### src/rtl/sipo_frame_rx.sv
// sipo_frame_rx
// Serial-to-parallel frame receiver. It rebuilds WIDTH-bit words from a strobed
// serial stream that is aligned by a sync marker. Each finished word goes into a
// one-entry valid/ready output register. Sticky flags record dropped words and
// framing errors.
// Optional feature: define PARITY_CHECK_EN to expect one even-parity bit after
// every word. Without it, par_err is tied to 0.
// The datapath assumes WIDTH >= 2.

module sipo_frame_rx #(
    parameter int WIDTH     = 4,
    parameter bit LSB_FIRST = 1'b1
) (
    input  logic             clk,
    input  logic             areset,
    input  logic             ena,
    input  logic             sin,
    input  logic             sync,
    input  logic             clr,
    output logic [WIDTH-1:0] dout,
    output logic             dout_valid,
    input  logic             dout_ready,
    output logic             busy,
    output logic             overflow,
    output logic             frame_err,
    output logic             par_err
);

    localparam int CW = $clog2(WIDTH + 1);

`ifdef PARITY_CHECK_EN
    typedef enum logic [1:0] {IDLE, SHIFT, PAR} state_t;
`else
    typedef enum logic {IDLE, SHIFT} state_t;
`endif

    state_t           state;
    state_t           state_nxt;
    logic [WIDTH-1:0] sreg;
    logic [CW-1:0]    cnt;
    logic [WIDTH-1:0] shift_val;
    logic [WIDTH-1:0] restart_val;
    logic [WIDTH-1:0] done_word;
    logic             restart;
    logic             last_bit;
    logic             word_done;
    logic             load;
    logic             ovf_evt;
    logic             frm_evt;
`ifdef PARITY_CHECK_EN
    logic             par_ok;
    logic             par_fail;
`endif

    // Shift direction is chosen so that after WIDTH bits the first bit sits at dout[0] (LSB_FIRST) or dout[WIDTH-1]
    always_comb begin
        if (LSB_FIRST) begin
            shift_val   = {sin, sreg[WIDTH-1:1]};
            restart_val = {sin, {(WIDTH-1){1'b0}}};
        end else begin
            shift_val   = {sreg[WIDTH-2:0], sin};
            restart_val = {{(WIDTH-1){1'b0}}, sin};
        end
    end

    // Decode the receive events for this strobe: restart on sync, last data bit, word completion and errors
    always_comb begin
        restart   = ena & sync;
        frm_evt   = restart & (state != IDLE);
        last_bit  = (state == SHIFT) & ena & ~sync & (cnt == CW'(WIDTH - 1));
`ifdef PARITY_CHECK_EN
        par_ok    = ~^{sreg, sin};
        word_done = (state == PAR) & ena & ~sync & par_ok;
        par_fail  = (state == PAR) & ena & ~sync & ~par_ok;
        done_word = sreg;
`else
        word_done = last_bit;
        done_word = shift_val;
`endif
        load      = word_done & (~dout_valid | dout_ready);
        ovf_evt   = word_done & dout_valid & ~dout_ready;
    end

    // State register
    always_ff @(posedge clk or posedge areset) begin
        if (areset) begin
            state <= IDLE;
        end else begin
            state <= state_nxt;
        end
    end

    // Next-state logic: a sync strobe always restarts a word, and a plain strobe advances it
    always_comb begin
        state_nxt = state;
        case (state)
            IDLE: begin
                if (restart) state_nxt = SHIFT;
            end
            SHIFT: begin
                if (restart) begin
                    state_nxt = SHIFT;
                end else if (last_bit) begin
`ifdef PARITY_CHECK_EN
                    state_nxt = PAR;
`else
                    state_nxt = IDLE;
`endif
                end
            end
`ifdef PARITY_CHECK_EN
            PAR: begin
                if (restart) begin
                    state_nxt = SHIFT;
                end else if (ena) begin
                    state_nxt = IDLE;
                end
            end
`endif
            default: state_nxt = IDLE;
        endcase
    end

    // Output decode: busy while any part of a word is outstanding
    always_comb begin
        busy = (state != IDLE);
    end

    // Shift register and bit counter; a sync strobe discards any partial word and starts a new one
    always_ff @(posedge clk or posedge areset) begin
        if (areset) begin
            sreg <= '0;
            cnt  <= '0;
        end else if (restart) begin
            sreg <= restart_val;
            cnt  <= CW'(1);
        end else if (ena && state == SHIFT) begin
            sreg <= shift_val;
            if (last_bit) begin
`ifdef PARITY_CHECK_EN
                cnt <= CW'(WIDTH);
`else
                cnt <= '0;
`endif
            end else begin
                cnt <= cnt + CW'(1);
            end
`ifdef PARITY_CHECK_EN
        end else if (ena && state == PAR) begin
            cnt <= '0;
`endif
        end
    end

    // One-entry output register: load when empty or draining this edge, otherwise clear valid on acceptance
    always_ff @(posedge clk or posedge areset) begin
        if (areset) begin
            dout       <= '0;
            dout_valid <= 1'b0;
        end else if (load) begin
            dout       <= done_word;
            dout_valid <= 1'b1;
        end else if (dout_valid && dout_ready) begin
            dout_valid <= 1'b0;
        end
    end

    // Sticky error flags; an error event in the same cycle as clr wins
    always_ff @(posedge clk or posedge areset) begin
        if (areset) begin
            overflow  <= 1'b0;
            frame_err <= 1'b0;
        end else begin
            overflow  <= (overflow & ~clr) | ovf_evt;
            frame_err <= (frame_err & ~clr) | frm_evt;
        end
    end

`ifdef PARITY_CHECK_EN
    // Sticky parity error flag; a parity failure in the same cycle as clr wins
    always_ff @(posedge clk or posedge areset) begin
        if (areset) begin
            par_err <= 1'b0;
        end else begin
            par_err <= (par_err & ~clr) | par_fail;
        end
    end
`else
    assign par_err = 1'b0;
`endif

endmodule
### config.mk
export PLATFORM = sky130hd
export DESIGN_NAME = sipo_frame_rx
export DESIGN_NICKNAME = d
export VERILOG_FILES = /design/src/rtl/sipo_frame_rx.sv
export SDC_FILE = /design/constraint.sdc
export NUM_CORES = 1
export LEC_CHECK = 0
export ABC_AREA = 1
export CORE_MARGIN = 2
export CORE_UTILIZATION = 48
export CTS_CLUSTER_SIZE = 25
export DETAILED_ROUTE_END_ITERATION = 6
export PLACE_DENSITY_LB_ADDON = 0.05
export SETUP_SLACK_MARGIN = 0.15
export SLEW_MARGIN = 15
export SYNTH_ARGS = -nofsm -noshare
export SYNTH_HDL_FRONTEND = slang
export SYNTH_SLANG_ARGS = --single-unit
### constraint.sdc
create_clock -name clk -period 2 [get_ports clk]
set_input_delay 0.4 -clock clk [delete_from_list [all_inputs] [get_ports clk]]
set_output_delay 0.4 -clock clk [all_outputs]
set_load 0.03 [all_outputs]
==> run metrics, run 1 <==
total wire length 1040 µm; PD cells 1130 nW/µm²; sequential share of the synthesized area 54.6%; Core ar. 1270 µm²; Logic pwr share 40.7%; Clk pwr share 15.9%; first-pass GRT wire length 1680 µm; TritonCTS Buffers 3; crit path capture type primary output; DRC 0; Antenna Violating Nets Remaining 0; crit-path max cell delay 0.69 ns; CP cell instances clkdlybuf4s50_1; crit path max fanout 5; Switching Share 38.4%; worst slew margin relative to its limit 66.6%; Synth top area share 54.6%; Cells after Synth 68; Setup TNS 0 ns; Ys Warns 0; Longest Clk Path Bufs 2; Hold Crit Class primary input to asynchronous set/reset pin; VDD IR max 0.000598 V; Avg Cell Area, Syn 9.44 µm²; R2R setup slack 0.88 ns; startpoint types flip-flop; Reg clk slew, reported paths 0.07 ns; final worst path period share 88.5%; launching point of the worst reg2reg path cnt[0]; Seq pwr share 43.4%; Layout Nets 94; num rows 13; Worst-Margin Slew 0.501 ns; gr usage total 16.2%; area of the die 1650 µm²; RSZ-0062 raised after global routing false; Starting Density 50.6%; routability cong. 0.738; internal power 0.567 mW; NetSw 0.353 mW; Routed WL per cell 10.5 µm; Final min period 1.77 ns; initial antenna violation count 0; main area contributors after synthesis dfrtp_1 55%, nand2_1 12%, inv_1 5.3%; final setup violation count 0; GRT overflow 0; Max Fclk 0.565 GHz; Synth Cell Area 642 µm²; number of global-route vias before repair 415; WS Path Type flip-flop to primary output; Reg2Reg Depth 6; DR vias/cell 4.84; num ports 16; port buffer count 14; clock tree sinks 14; Final Hold Vio Count 0; Root Buffer clkbuf_4; Slowest cell on crit path clkdlybuf4s50_1; max-slew violation count 0; Max Clock Skew 0.00292 ns; cts repair resizes 0; leakage 0.426 nW; post-synth cell types 19; postcts setup bufs 0; DP HPWL 841 µm; delay-heaviest family, CP buffers and inverters; Buf/Inv on CP 1; CTS tree done; Req. time, crit path 1.60 ns; Area Growth Syn to Fin 27.1%; Pwr Total 0.920 mW; die height 40.6 µm; number of diodes 0; Initial DRC Count 6; drt first pass iters 2; CP Data Arrival Time 1.37 ns; share of cells above drive strength 1 11.9%; Post-CTS Hold Fix Bufs 0; most frequent cells in the layout 21 x nand2_1, 14 x dfrtp_1, 14 x clkdlybuf4s50_1, 9 x inv_1; largest net degree at the start of global routing 15; H-Tree Depth 1; Post-Synthesis Net Count 76; register bit total from synthesis 14; maxcap violations 0; R2R Path End dout[3]; WP depth 1; status finished clean; commonest non-fill, non-tap cell in the layout nand2_1; clk_lat worst skew 0.27 ns; Die Width 40.6 µm; area leader, netlist dfrtp_1; DR vias 479
==> flip-flops by register name, indices dropped and copies added (netlist names) <==
register    cells
dout            4
cnt             3
sreg            3
busy            1
dout_valid      1
frame_err       1
overflow        1
==> cells in the mapped netlist, drive strengths merged <==
master  number
nand4        4
dfrtp       14
inv         10
buf          1
o21ai        5
conb         1
o22ai        1
nand2       23
ha           1
nor2         2
a21oi        1
nand3        5
==> power by group through the flow <==
| stage | sequential, mW | clock [mW] | combinational (mW) |
|---|---|---|---|
| 3_3_place_gp | 0.403 | 0 | 0.372 |
| 2_1_floorplan | 0.485 | 0 | 0.163 |
| 4_1_cts | 0.401 | 0.154 | 0.379 |
| 5_1_grt | 0.413 | 0.163 | 0.412 |
| 6_report | 0.399 | 0.146 | 0.375 |
| 3_5_place_dp | 0.407 | 0 | 0.378 |
==> per-layer routing <==
| metal | wire length, µm | track usage (%) |
|---|---|---|
| met1 | 498 | 20.1 |
| met2 | 447 | 24.2 |
| met3 | 81 | 8.33 |
| met4 | 10 | 5.00 |
| met5 | 0 | 0 |
==> worst max-delay path by stage <==
stage               slack, ns  startpoint  endpoint
global placement         0.40         ena   dout[3]
finish                   0.23        busy      busy
floorplan                0.78        busy      busy
global route             0.15        busy      busy
CTS                      0.21        busy      busy
detailed placement       0.41         ena   dout[3]
==> kinds of logic (layout without fill, tap and decap cells) <==
| group | count (synthesis) | count (layout) | share of synthesized area (%) |
|---|---|---|---|
| AO/OA/AOI/OAI | 7 | 7 | 6.24 |
| adder cells (fa/ha/maj) | 1 | 1 | 1.95 |
| buffers and inverters | 11 | 27 | 7.02 |
| flip-flops | 14 | 14 | 54.6 |
| other | 1 | 1 | 0.584 |
| AND/OR/NAND/NOR | 34 | 34 | 29.6 |
==> layout make-up <==
| cell class | instances | area [µm²] |
|---|---|---|
| fill | 120 | 453 |
| sequential | 14 | 350 |
| multi-input combinational | 43 | 246 |
| timing repair buffer | 14 | 140 |
| inverter | 10 | 37.5 |
| clock buffer | 3 | 22.5 |
| tap | 15 | 18.8 |
==> metrics by stage <==
stage	instance area, µm²	util (%)	hold WS [ns]	cells	setup WS [ns]
after floorplan	642	-	0.289	68	0.777
after global placement	793	62.5	0.454	96	0.405
final	816	64.3	0.456	99	0.229
after global routing	816	64.3	0.515	99	0.153
after detailed placement	793	62.5	0.468	96	0.405
after CTS	816	64.3	0.472	99	0.213
(Power assumes the default switching activity.)
==> inputs of run 2 (changes only) <==
Settings changed: CORE_MARGIN 2 to 4.
==> run 2 against run 1 <==
- sequential share of layout area fell by 0.78 points
- core utilization rose by 5.7 points
- sequential power barely moved
- fmax rose by 3.0%
- worst hold slack got worse by 0.0086 ns
- first-iteration DRC count rose by 33%
- global-route usage fell by 2.1 points
- clock skew barely moved
- die area rose by 21%
- critical path type unchanged
- highest routed layer unchanged
==> run metrics, run 2 (synthesized netlist as in run 1, its figures left out) <==
NetSw 0.369 mW; largest registers dout (4), cnt (3), sreg (3); Final Hold Vio Count 0; port buffer count 14; Seq pwr share 41.0%; register bank with the most flops dout; startpoint types flip-flop; Max Clock Skew 0.00260 ns; delay-heaviest family, CP buffers and inverters; Antenna Violating Nets Remaining 0; CTS tree done; Switching Share 37.9%; area of the die 1990 µm²; Area Growth Syn to Fin 29.4%; GRT overflow 0; num rows 12; gr usage total 14.1%; clk_lat worst skew 0.28 ns; DRC 0; commonest non-fill, non-tap cell in the layout nand2_1; DR vias 516; Die Width 44.6 µm; Root Buffer clkbuf_4; maxcap violations 0; leakage 0.438 nW; most frequent cells in the layout 21 x nand2_1, 14 x dfrtp_1, 13 x clkdlybuf4s50_1, 9 x inv_1; CP Data Arrival Time 1.32 ns; number of global-route vias before repair 488; Critical Path Source dout[3]; Slowest cell on crit path clkdlybuf4s50_1; initial antenna violation count 0; Hold Crit Class primary input to asynchronous set/reset pin; launching point of the worst reg2reg path cnt[0]; number of diodes 0; internal power 0.606 mW; crit path capture type primary output; final setup violation count 0; Worst-Margin Slew 0.511 ns; worst-case hold slack 0.447 ns; Final min period 1.72 ns; Initial DRC Count 8; drt first pass iters 4; crit-path max cell delay 0.68 ns; VDD IR max 0.000766 V; status finished clean; worst slew margin relative to its limit 65.9%; share of cells above drive strength 1 12.9%; first-pass GRT wire length 2040 µm; clock tree sinks 14; Core ar. 1190 µm²; final worst path period share 86.0%; total wire length 1170 µm; post-layout util 70.0%; max reg flops 4; Reg clk slew, reported paths 0.08 ns; TritonCTS Buffers 3; num ports 16; die height 44.6 µm; Max Fclk 0.581 GHz; crit path max fanout 2; DP HPWL 917 µm; PD cells 1170 nW/µm²; H-Tree Depth 1; Clk pwr share 20.4%; Logic pwr share 38.6%; max-slew violation count 0; CP cell instances clkdlybuf4s50_1; routability cong. 0.787; largest net degree at the start of global routing 15; Longest Clk Path Bufs 2; Post-CTS Hold Fix Bufs 0; Req. time, crit path 1.60 ns; Routed WL per cell 11.8 µm; WS Path Type flip-flop to primary output; RSZ-0062 raised after global routing false; DR vias/cell 5.21; Starting Density 54.1%; Buf/Inv on CP 1; Layout Nets 94; Setup TNS 0 ns
-- run 2: area by class of cell --
type                            instances  area [µm²]
Sequential cell                        14         350
Clock buffer                            4        36.3
Timing Repair Buffer                   14         143
Multi-Input combinational cell         43         246
Fill cell                             103         355
Tap cell                               14        17.5
Inverter                               10        37.5
-- run 2: worst paths after layout --
kind	end	slack [ns]	depth (start not counted)
max in group asynchronous	cnt[1]	1.21	2
hold / removal	dout[2]	0.45	2
setup / recovery	dout[3]	0.28	1
min in group clk	frame_err	0.48	2
setup reg to reg	dout[1]	0.87	6
hold reg to reg	frame_err	0.48	2
-- run 2: routing by layer --
metal	GRT usage (%)	part of all wire, %	vias to the layer above
li1	-	-	252
met1	18.0	42	242
met2	22.6	48	18
met3	3.66	8.7	4
met4	5.42	1.8	0
met5	0	0	-
-- run 2: power by group through the flow --
stage | clock network (mW) | registers (mW) | logic, mW
final | 0.199 | 0.400 | 0.376
after global routing | 0.217 | 0.414 | 0.412
after CTS | 0.204 | 0.402 | 0.381
after detailed placement | 0 | 0.408 | 0.379
after global placement | 0 | 0.404 | 0.371
after floorplan | 0 | 0.485 | 0.163
-- run 2: what timing repair did --
item,CTS,global route
resized for setup,0,1
setup endpoints to repair,0,1
setup buffers,0,0
-- run 2: stage by stage --
step / instance area (µm²) / instances / setup slack, ns / power, mW
after floorplan: 642 / 68 / 0.777 / 0.648
after global placement: 792 / 95 / 0.406 / 0.776
after detailed placement: 792 / 95 / 0.381 / 0.787
after CTS: 828 / 99 / 0.176 / 0.986
after global routing: 831 / 99 / 0.251 / 1.04
final: 831 / 99 / 0.280 / 0.975
==> RTL change 1, RTL diff (flow settings as in run 2) <==
Build with the macro `PARITY_CHECK_EN` defined.
--- a/src/rtl/sipo_frame_rx.sv
+++ b/src/rtl/sipo_frame_rx.sv
@@ -6,6 +6,8 @@
 // Optional feature: define PARITY_CHECK_EN to expect one even-parity bit after
 // every word. Without it, par_err is tied to 0.
 // The datapath assumes WIDTH >= 2.
+
+`define PARITY_CHECK_EN
 
 module sipo_frame_rx #(
     parameter int WIDTH     = 4,
Check against the original RTL: not equivalent (a bounded check fails within 10 cycles, from zero or initial values and one cycle with areset high).
==> RTL change 1 against run 2 <==
Via count is 43% higher; total power is 18% lower; synthesized cell count increased by 60%; sequential cell count is 3 higher; first-iteration DRC count grew 50%; worst setup slack improved by 1.0 ps; area after synthesis rose by 40%; clock skew grew 2.8 ps; routed wire length rose by 42%; largest cell class unchanged; largest power group unchanged; final cell count up 55%; design area is 33% higher.
==> RTL change 1: results (changes against run 2) <==
Parameter                              Value

Logic synthesis
  Seq/Total Area, Yosys ... 47.4% (-7.2 points)
  Share of the synthesized area in the top cell type ... 47.4% (-7.2 points)
  Area contributors post-synth ... sky130_fd_sc_hd__dfrtp_1 (47%), sky130_fd_sc_hd__nand2_1 (15%), sky130_fd_sc_hd__inv_1 (4.2%), sky130_fd_sc_hd__nand2_2 (4.2%), sky130_fd_sc_hd__nand4_1 (3.5%)
  Synth async-reset ratio ... 100% (unchanged)
  Leading cell types by count after synthesis ... sky130_fd_sc_hd__nand2_1 (36), sky130_fd_sc_hd__dfrtp_1 (17), sky130_fd_sc_hd__inv_1 (10)
  Synth warnings ... 0 (unchanged)
  Synthesized Nets ... 118 (+55%)
  Distinct cell type count after synthesis ... 21 (+2)

Clocking
  Number of buffers added by the clock tree synthesis step ... 3 (unchanged)
  CTS Root Buffer Type ... sky130_fd_sc_hd__clkbuf_4
  Bufs on Longest Clock Path ... 2 (unchanged)
  Clock latency reported for the late side of the worst-skew pair ... 280 ps (about the same)
  Clock-pin slew reported for the worst setup and hold paths after clock tree synthesis ... 100 ps (+20 ps)
  Clock H-tree levels ... 1 (unchanged)

Drt
  Post-DR vias/cell ... 4.83 (-7.3%)
  First-iteration detailed-routing DRC count ... 12 (+4)
  Average wire length per cell after detail routing ... 10.8 um (-8.0%)
  Drt pass-1 iters ... 4 (unchanged)

Placed design
  Total placed instance area ... 1080 sq um (+36%)
  Final weighted congestion of routability-driven global placement ... 0.808 (+2.7%)
  Sum of net half-perimeters after detailed placement ... 1.34 mm (+46%)
  Count of buffers inserted at the top-level ports ... 15 (+1)
  Worst setup slack after placement ... 301 ps (-80.6 ps)

Global routing
  Initial antenna violation count ... 0 (unchanged)
  Met1 layer usage reported by global route ... 17.6% (-0.41 points)
  All-layer global routing usage ... 14.5% (+0.42 points)
  Global-route wire length before repair ... 2.84 mm (+40%)
  GR met3 Demand/Resource ... 3.50% (-0.16 points)
  Pin count of the biggest net entering global routing ... 18 (+3)
  Via count of the first global-routing pass ... 692 (+42%)
  Met2 routing resource usage after global routing ... 24.9% (+2.3 points)

Final layout
  Share of cells above drive strength 1 ... 18.0% (+5.0 points)
  Net total in the final layout ... 138 (+47%)
  Filler instances ... 159 (+54%)
  Number of diodes added for antenna fixing ... 0 (unchanged)

Critical path
  Worst path max stage delay ... about 670 ps
  R2R cell count ... 6 (unchanged)
  Critical Path AT ... 1320 ps (about the same)
  Slowest cell on the critical path ... sky130_fd_sc_hd__clkdlybuf4s50_1
  Maximum fanout along the worst path ... 2 (unchanged)
  Gate family responsible for the most delay along the worst path ... buffers and inverters

Power
  Leak pwr ... 0.546 nW (+25%)
  Worst supply voltage drop on vdd ... 0.518 mV (-32%)

Worst hold path
  Hold crit path type ... in2async

Die
  Starting density of the core ... 51.5% (-2.6 points)

Timing
  Slew HR ... 56.5% (-9.4 points)
  Worst clock skew on the final layout ... 5.43 ps (+2.83 ps)

Status
  Run status ... complete, no violations
[RTL change 1: cell types whose count changed in the layout (fill, tap and decap cells not counted), sizes merged, moves of 2 or more]
cell | before | now
dfrtp | 14 | 17
nand2 | 23 | 43
inv | 10 | 15
nand3 | 5 | 7
nor2 | 2 | 8
o22ai | 1 | 3
nand4 | 4 | 6
[RTL change 1: worst paths after layout]
kind                               start           end  slack (ps)
worst min register to register   dout[2]       dout[2]         500
worst max-delay path             dout[3]       dout[3]         280
max in group asynchronous         areset  done_word[2]        1090
min in group clk                 dout[2]       dout[2]         500
worst min-delay path              areset        cnt[0]         500
worst max register to register  state[0]       dout[2]         730
[RTL change 1: repair_timing]
item | 4_1_cts | 5_1_grt
gates resized for setup | 1 | 0
setup endpoints to repair | 1 | 0
hold buffers | 0 | 0
endpoints found under the hold margin | 0 | 0
buffers inserted | 0 | 0
[RTL change 1: cell type report]
class / instances / area [sq um] / share of cell area [%]
timing repair buffer: 15 / 149 / 13.5
tap: 25 / 31.3 / 2.83
multi-input combinational: 77 / 417 / 37.7
inverter: 15 / 56.3 / 5.10
clock buffer: 4 / 26.3 / 2.38
sequential: 17 / 425 / 38.5
[RTL change 1: stage by stage]
step	total power [mW]	std cells
floorplan	0.560	109
global placement	0.624	149
detailed placement	0.630	149
CTS	0.808	153
global route	0.851	153
finish	0.797	153
[RTL change 1: logic make-up (layout without fill, tap and decap cells)]
group,count (synthesis),count (layout),synth area share (%)
and+or+nand+nor,65,65,35.7
DFF,17,17,47.4
buffers and inverters,15,34,6.27
AOI/OAI and AO/OA,10,10,7.94
adders and majority gates,2,2,2.79
[RTL change 1: metal layers]
| metal | wire (um) | vias to the layer above |
|---|---|---|
| met3 | 57 | 2 |
| met5 | 0 | - |
| met4 | 14 | 0 |
| li1 | - | 395 |
| met2 | 836 | 11 |
| met1 | 749 | 331 |
[RTL change 1: power by group]
part	switching [mW]	internal, mW
clock network	0.103	0.0773
registers	0.0285	0.375
logic	0.130	0.0829
total	0.262	0.536
==> RTL change 2, RTL diff (config.mk and constraints of run 2) <==
Without the edit above. Register the output `frame_err` once more; this adds one clock of latency there. The other outputs are not delayed to match.
--- a/src/rtl/sipo_frame_rx.sv
+++ b/src/rtl/sipo_frame_rx.sv
@@ -27,6 +27,8 @@
 );
 
     localparam int CW = $clog2(WIDTH + 1);
+
+    logic frame_err_s0;
 
 `ifdef PARITY_CHECK_EN
     typedef enum logic [1:0] {IDLE, SHIFT, PAR} state_t;
@@ -169,10 +171,10 @@
     always_ff @(posedge clk or posedge areset) begin
         if (areset) begin
             overflow  <= 1'b0;
-            frame_err <= 1'b0;
+            frame_err_s0 <= 1'b0;
         end else begin
             overflow  <= (overflow & ~clr) | ovf_evt;
-            frame_err <= (frame_err & ~clr) | frm_evt;
+            frame_err_s0 <= (frame_err_s0 & ~clr) | frm_evt;
         end
     end
 
@@ -189,4 +191,8 @@
     assign par_err = 1'b0;
 `endif
 
+    always_ff @(posedge clk) begin
+        frame_err <= frame_err_s0;
+    end
+
 endmodule
Check against the original RTL: not equivalent (Yosys sat finds a counterexample within 4 cycles, from zero or initial values and one cycle with areset high).
==> RTL change 2 against run 2 <==
Design area is 1.5% higher; sequential power is 6.5% higher; area after synthesis is 3.1% higher; total power is 0.33% lower; non-clock buffer count stayed put; worst setup slack better by 4.5 ps; clock power is 13% lower; routed wire length is 1.6% higher; sequential cell count is 1 higher; count of clock-buffer cells in the layout is 1 lower; maximum frequency is 0.26% higher; final cell count is 2.0% higher; largest power group unchanged.
==> RTL change 2: results (changes against run 2) <==
Parameter                              Value

Status
  Run status ... complete, no violations

Power
  Leak pwr ... 0.443 nW (+1.2%)
  Worst supply voltage drop on vdd ... 0.520 mV (-32%)
  Power share of the sequential group ... 43.9% (+2.9 points)
  Combinational group power ... 372 uW (-1%)
  Switching power share of the total ... 39.0% (+1.1 points)
  Overall power after layout ... 972 uW (-0.33%)

Placed design
  Sum of net half-perimeters after detailed placement ... 877 um (-4.4%)
  Final weighted congestion of routability-driven global placement ... 0.775 (-1.6%)
  Count of buffers inserted at the top-level ports ... 14 (unchanged)
  Worst setup slack after placement ... 400 ps (+18.6 ps)

Critical path
  Critical Path AT ... 1320 ps (about the same)
  Gate family responsible for the most delay along the worst path ... buffers and inverters
  Slowest cell on the critical path ... sky130_fd_sc_hd__clkdlybuf4s50_1
  Worst path max stage delay ... 670 ps
  CP startpoint ... overflow
  Capturing instance or port of the critical path ... overflow
  Reg2Reg Launch Point ... cnt[0]
  R2R cell count ... 6 (unchanged)
  FF-to-FF End ... dout[3]

Clocking
  Clock-pin slew reported for the worst setup and hold paths after clock tree synthesis ... 100 ps (+20 ps)
  Number of buffers added by the clock tree synthesis step ... 3 (unchanged)
  CTS Root Buffer Type ... sky130_fd_sc_hd__clkbuf_4
  Clock H-tree levels ... 1 (unchanged)
  Clock latency reported for the late side of the worst-skew pair ... 280 ps (about the same)

Drt
  Total routed wirelength ... 1.19 mm (+1.6%)
  Post-DR vias/cell ... 5.04 (-3.3%)
  First-iteration detailed-routing DRC count ... 5 (-3)
  Drt pass-1 iters ... 5 (+1)

Final layout
  Number of diodes added for antenna fixing ... 0 (unchanged)
  Filler instances ... 113 (+9.7%)
  Share of cells above drive strength 1 ... 12.8% (-0.15 points)
  Net total in the final layout ... 95 (+1.1%)

Global routing
  Global-route wire length before repair ... 2.00 mm (-1.7%)
  All-layer global routing usage ... 14.0% (-0.056 points)
  Via count of the first global-routing pass ... 469 (-3.9%)

Timing
  Worst clock skew on the final layout ... 12.0 ps (+9.41 ps)
  Transition time of the tightest slew-check pin ... 538 ps (+26.8 ps)
  Fraction of the cycle the final worst path needs ... 85.8% (-0.22 points)

Logic synthesis
  Distinct cell type count after synthesis ... 20 (+1)
  Synthesized Nets ... 77 (+1.3%)
  Synth async-reset ratio ... 93.3% (-6.7 points)
  Synth warnings ... 0 (unchanged)
  Seq/Total Area, Yosys ... 56.0% (+1.4 points)
  Leading cell types by count after synthesis ... sky130_fd_sc_hd__nand2_1 (21), sky130_fd_sc_hd__dfrtp_1 (14), sky130_fd_sc_hd__inv_1 (9)
  Area contributors post-synth ... sky130_fd_sc_hd__dfrtp_1 (53%), sky130_fd_sc_hd__nand2_1 (12%), sky130_fd_sc_hd__inv_1 (5.1%), sky130_fd_sc_hd__nand4_1 (3.8%), sky130_fd_sc_hd__dfxtp_1 (3.0%)

Worst hold path
  Hold crit path type ... reg2reg
  Cells on Worst Hold Path ... 0
## RTL change 2: cells by family after synthesis
family                   Yosys count  synth area share (%)
AO/OA/AOI/OAI                      7                  6.05
adder cells (fa/ha/maj)            1                  1.89
buffers and inverters             11                  6.80
flip-flops                        15                  56.0
other                              1                 0.567
AND/OR/NAND/NOR                   34                  28.7
## RTL change 2: cell type report
| type | count | area share [%] |
|---|---|---|
| inverter | 10 | 4.45 |
| sequential | 15 | 43.9 |
| tap | 15 | 2.23 |
| clock buffer | 3 | 2.67 |
| multi-input combinational | 43 | 29.2 |
| clock inverter | 1 | 0.593 |
| timing repair buffer | 14 | 16.9 |
## RTL change 2: stage by stage
stage               instances  instance area, sq um  hold WS, ps
floorplan                  69                   662          289
global placement           97                   813          354
detailed placement         97                   813          362
CTS                       101                   841          387
global route              101                   843          405
finish                    101                   843          386
## RTL change 2: layer usage
layer	track usage (%)	wire [um]	vias to the layer above	share of wire (%)
met3	4.78	98	2	8.3
met4	8.19	10	0	0.84
met1	18.8	527	237	44
met2	19.5	549	18	46
li1	-	-	252	-
met5	0	0	-	0
## RTL change 2: what timing repair did
item	4_1_cts	5_1_grt
endpoints found under the hold margin	0	0
setup endpoints to repair	0	1
resized for setup	0	1
## RTL change 2: worst register-to-register path, stage by stage (launching register included)
cell and delay, ps:
sky130_fd_sc_hd__dfrtp_1 360, sky130_fd_sc_hd__ha_1 170, sky130_fd_sc_hd__inv_1 70, sky130_fd_sc_hd__nor2_4 190, sky130_fd_sc_hd__nand3_4 110, sky130_fd_sc_hd__nand2_1 70
sky130_fd_sc_hd__nand2_1 50
